## src/rtl/gpio_input_conditioner.sv

```systemverilog
// rtl/gpio_input_conditioner.sv - synchronized, debounced GPIO input word with sticky change mask
//
// Purpose: takes a raw asynchronous pin word, passes it through a SYNC_STAGES-deep
// synchronizer, and debounces the whole word as one unit. A new value is committed
// to gp_out only after DEBOUNCE_CYCLES consecutive cycles with no bit changing.
// Each commit that alters gp_out ORs the changed bits into a sticky mask and
// raises upd_pulse for one cycle.
//
// Ports:
//   clk        in   1      system clock, rising edge
//   rst        in   1      asynchronous reset, active low
//   raw_in     in   WIDTH  raw pin word, asynchronous to clk
//   clr_chg    in   1      synchronous clear of chg_mask, active high
//   gp_out     out  WIDTH  debounced word
//   chg_mask   out  WIDTH  sticky mask of committed bit changes since the last clear
//   chg_flag   out  1      OR-reduction of chg_mask
//   upd_pulse  out  1      one-cycle pulse after each commit that changes gp_out
//
// SYNC_STAGES and DEBOUNCE_CYCLES must both be >= 2.

module gpio_input_conditioner #(
  parameter int WIDTH           = 32,
  parameter int SYNC_STAGES     = 2,
  parameter int DEBOUNCE_CYCLES = 16
) (
  input  logic             clk,
  input  logic             rst,
  input  logic [WIDTH-1:0] raw_in,
  input  logic             clr_chg,
  output logic [WIDTH-1:0] gp_out,
  output logic [WIDTH-1:0] chg_mask,
  output logic             chg_flag,
  output logic             upd_pulse
);

  localparam int CNT_W = $clog2(DEBOUNCE_CYCLES);
  localparam logic [CNT_W-1:0] CNT_LAST = CNT_W'(DEBOUNCE_CYCLES - 1);

  typedef enum logic {IDLE, SETTLE} state_t;

  logic [WIDTH-1:0] sync_q [SYNC_STAGES];
  logic [WIDTH-1:0] s;
  logic [WIDTH-1:0] cand_q;
  logic [WIDTH-1:0] gp_q;
  logic [WIDTH-1:0] mask_q;
  logic [CNT_W-1:0] cnt_q;
  logic             upd_q;
  state_t           state_q;

  logic [WIDTH-1:0] commit_diff;
  logic [WIDTH-1:0] mask_kept;

  // Metastability synchronizer chain; s is the only value the FSM ever looks at.
  always_ff @(posedge clk or negedge rst) begin
    if (!rst) begin
      for (int i = 0; i < SYNC_STAGES; i++) begin
        sync_q[i] <= '0;
      end
    end else begin
      sync_q[0] <= raw_in;
      for (int i = 1; i < SYNC_STAGES; i++) begin
        sync_q[i] <= sync_q[i-1];
      end
    end
  end

  assign s = sync_q[SYNC_STAGES-1];

  // Bits a commit would flip, and the mask contribution that survives a
  // coincident clear: clearing drops old bits but never the ones committing now.
  assign commit_diff = cand_q ^ gp_q;
  assign mask_kept   = clr_chg ? '0 : mask_q;

  always_ff @(posedge clk or negedge rst) begin
    if (!rst) begin
      state_q <= IDLE;
      cand_q  <= '0;
      gp_q    <= '0;
      mask_q  <= '0;
      cnt_q   <= '0;
      upd_q   <= 1'b0;
    end else begin
      upd_q <= 1'b0;
      if (clr_chg) begin
        mask_q <= '0;
      end
      case (state_q)
        IDLE: begin
          if (s != gp_q) begin
            cand_q  <= s;
            cnt_q   <= '0;
            state_q <= SETTLE;
          end
        end
        SETTLE: begin
          if (s != cand_q) begin
            // Any bit moving restarts the window for the whole word.
            cand_q <= s;
            cnt_q  <= '0;
          end else if (cnt_q == CNT_LAST) begin
            // A bounce back to the old value lands here with commit_diff == 0:
            // gp_out is rewritten unchanged and no pulse is raised.
            gp_q    <= cand_q;
            mask_q  <= mask_kept | commit_diff;
            upd_q   <= |commit_diff;
            state_q <= IDLE;
          end else begin
            cnt_q <= cnt_q + CNT_W'(1);
          end
        end
        default: state_q <= IDLE;
      endcase
    end
  end

  assign gp_out    = gp_q;
  assign chg_mask  = mask_q;
  assign chg_flag  = |mask_q;
  assign upd_pulse = upd_q;

endmodule

```

## config.mk

```make
export PLATFORM = sky130hd
export DESIGN_NAME = gpio_input_conditioner
export DESIGN_NICKNAME = d
export VERILOG_FILES = /design/src/rtl/gpio_input_conditioner.sv
export SDC_FILE = /design/constraint.sdc
export NUM_CORES = 1
export LEC_CHECK = 0
export CAP_MARGIN = 20
export CORE_AREA = 10 10 127 129
export CTS_BUF_LIST = sky130_fd_sc_hd__clkbuf_4
export DETAILED_ROUTE_END_ITERATION = 8
export DIE_AREA = 0 0 137 139
export GPL_ROUTABILITY_DRIVEN = 0
export PLACE_DENSITY = 0.79
export RECOVER_POWER = 50
export SYNTH_ARGS = -nofsm -noshare
export SYNTH_HDL_FRONTEND = slang
export SYNTH_SLANG_ARGS = --single-unit
```

## constraint.sdc

```tcl
create_clock -name clk -period 2.1 [get_ports clk]
set_clock_uncertainty 0.05 [all_clocks]
set_input_delay 0.315 -clock clk [delete_from_list [all_inputs] [get_ports clk]]
set_output_delay 0.315 -clock clk [all_outputs]
set_load 0.02 [all_outputs]
```

==> metrics <==
status=finished with violations; failing checks=negative setup slack; DP Wirelength=~13000 µm; Cells after DPL=835; warnings from Yosys=0; num rows=43; Synth area leader=dfrtp_1; slowest stage cell, crit path=dfrtp_1; critical path launch point type=register; CTS Buf Count=17; critical path data arrival time=about 3.0 ns; leading register cell type out of synthesis=dfrtp_1; DRC Markers=0; initial DRC count=around 550; worst slack at placement=-0.231 ns; ys async rst share=1.00; clk buf depth=2; Post-Syn Area=~6600 µm²; peak supply drop=around 0.00033 V; via count=a little over 5000; clock slew at reported path FFs=between 0.15 and 0.2 ns; IO Pins=101; Die Area=19000 µm²; Congestion Overflow GR=0; Cell Chain, Critical Path=xnor2_2, nand4_1, nor4_4, nand4_1, nand2_4, buf_12, buf_12, mux2_1; final-report setup violation count=103; Syn Nets=around 520; Post-synth top cells=dfrtp_1 (166), xnor2_1 (78), inv_1 (39), o22ai_1 (34), mux2_1 (31); setup slack after layout=-0.453 ns; clock sink total=about 170; part of the cycle the worst path needs=1.22; Synth top area share=0.626; unrepaired setup endpoints after global routing=true; pin count of the biggest net entering global routing=61; CTS Root Cell=clkbuf_4; total track usage=0.208; Worst-Skew Late Latency=0.61 ns; synthesis-to-layout area growth=45.5%; Leak=between 4 and 5 nW; Critical Path RT=about 2.5 ns; Slew @ Worst Pin=roughly 1 ns; Power Dens Cells=between 500 and 600 nW/µm²; Initial Util=0.486; vias in the first global route=between 5000 and 6000; Slew headroom=0.331; Largest stage delay, worst path=roughly 0.46 ns; DRT Pass-1 Iters=5; Post-Synthesis Cells=approximately 480; first-pass GRT wire length=30100 µm; most numerous cell in the Yosys netlist=dfrtp_1; Synth Register Bits=roughly 170; Fmax=a little under 400 MHz; sequential area share after synthesis=0.626; EDFF count, synth=0; Worst Path Max Fanout=5; H-tree Lvls=4; share of cells above drive strength 1=0.371; syn_area_per_cell=13.8 µm²; die width=137 µm; Critical Path Sink Type=register; total wire length=about 21000 µm; DR vias/cell=between 5 and 6; chip height=~140 µm; top cells by area, synth=dfrtp_1 (63%), xnor2_1 (10%), mux2_1 (5.3%); maxcap violations=0; Final nets=around 730; core area=13700 µm²; min cycle time layout=approximately 2.6 ns; DR WL/cell=roughly 23 µm; fillers=850; worst min-delay path class=in2reg; final-report hold violation count=0; post-route ant nets=0; WS Path Type=reg2reg; setup TNS=-35.90 ns; post-synthesis cell type count=35; CTS tree=yes; Max Slew Vio Count=0; IO Port Bufs=100; number of antenna violations at the first check in global routing=1; Core Util, Final=0.707; Final Instance Count excl. Fillers=a little under 900
==> area by class of cell <==
| class | instances | area (µm²) | area share |
|---|---|---|---|
| Sequential cell | 166 | 4160 | 0.431 |
| Multi-Input combinational cell | 263 | 2770 | 0.287 |
| Timing Repair Buffer | 209 | 2120 | 0.220 |
| Tap cell | 180 | 225 | 0.0233 |
| Inverter | 39 | 146 | 0.0152 |
| Clock buffer | 19 | 143 | 0.0148 |
| Clock inverter | 11 | 87.6 | 0.00907 |
| Antenna cell | 1 | 2.50 | 0.000259 |
==> final timing paths <==
check,cells past startpoint,slack [ns],start,end
worst max register to register,8,-0.45,cand_q[28],cand_q[27]
min in group asynchronous,2,0.34,rst,cand_q[28]
max in group asynchronous,3,0.17,rst,gp_out[4]
worst max-delay path,8,-0.45,cand_q[28],cand_q[27]
worst min-delay path,1,0.22,raw_in[11],sync_q[43]
worst min register to register,0,0.29,sync_q[32],s[0]
==> layout by cell type (no fill, tap or decap), types with 3 or more instances in the layout <==
cell / synthesis / routed
o21ai_2: 0 / 3
nand2_4: 0 / 5
dfrtp_1: 166 / 162
xnor2_2: 0 / 8
buf_12: 0 / 9
buf_6: 8 / 4
mux2_4: 10 / 39
dlymetal6s2s_1: 0 / 23
o22ai_4: 0 / 8
a21oi_1: 5 / 4
inv_1: 39 / 39
nor4_2: 2 / 4
buf_16: 0 / 5
clkdlybuf4s50_1: 0 / 24
clkinv_2: 0 / 4
buf_8: 0 / 4
o22ai_2: 0 / 24
nand2_1: 7 / 3
dlygate4sd2_1: 0 / 19
xnor2_1: 78 / 70
mux2_2: 20 / 20
nor2_1: 4 / 4
nand4_1: 24 / 24
dfrtp_2: 0 / 4
clkinvlp_4: 0 / 4
nor4_1: 11 / 7
clkbuf_4: 0 / 21
dlygate4sd3_1: 0 / 33
buf_4: 1 / 84
xor2_1: 12 / 12
==> critical path: cells and delay by family, from the launching register on <==
| family | cells | cell delay, ns |
|---|---|---|
| DFF | 1 | 0.46 |
| buffers and inverters | 2 | 0.27 |
| muxes | 1 | 0.33 |
| xor gates and xnor gates | 1 | 0.24 |
| and+or+nand+nor | 4 | 1.05 |
==> registers in the layout (all words and copies together) (netlist names) <==
| signal | flops |
|---|---|
| cand_q | 32 |
| chg_mask | 32 |
| gp_out | 32 |
| s | 32 |
| sync_q | 32 |
| cnt_q | 4 |
| state_q | 1 |
| upd_pulse | 1 |
==> report_power, final <==
part / total, mW / leakage (nW) / switching, mW / internal [mW]
combinational: 0.482 / 2.49 / 0.254 / 0.229
sequential: 3.37 / 2.09 / 0.0840 / 3.29
clock: 1.69 / 0.121 / 1.11 / 0.581
==> what timing repair did <==
action | CTS | global route
endpoints found under the setup margin | 114 | 126
cloned | 7 | 1
gates resized for setup | 114 | 70
pin swaps | 23 | 19
hold buffers | 1 | 0
hold endpoints to repair | 166 | 0
setup buffers | 10 | 6
==> routing by layer <==
metal | share of wire | global-route usage
met1 | 0.38 | 0.243
met5 | 0 | 0
met2 | 0.50 | 0.347
met4 | 0.039 | 0.0810
met3 | 0.083 | 0.0623
==> stage by stage <==
stage	area (µm²)	hold WS, ns	power, mW
2_1_floorplan	6640	-0.0306	3.56
3_3_place_gp	8470	0.113	3.82
3_5_place_dp	8470	0.111	3.84
4_1_cts	9390	0.0498	5.49
5_1_grt	9660	0.191	5.71
6_report	9660	0.217	5.54
==> kinds of logic (layout without fill, tap and decap cells) <==
family	Yosys count	after routing	share of synthesized area
AO/OA/AOI/OAI	49	49	0.0456
XOR/XNOR	90	90	0.119
adder cells (fa/ha/maj)	1	1	0.00188
buffers and inverters	52	278	0.0392
flip-flops	166	166	0.626
multiplexers	62	62	0.111
other	0	1	0
AND/OR/NAND/NOR	61	61	0.0582
Power figures use the tool's default switching activity.
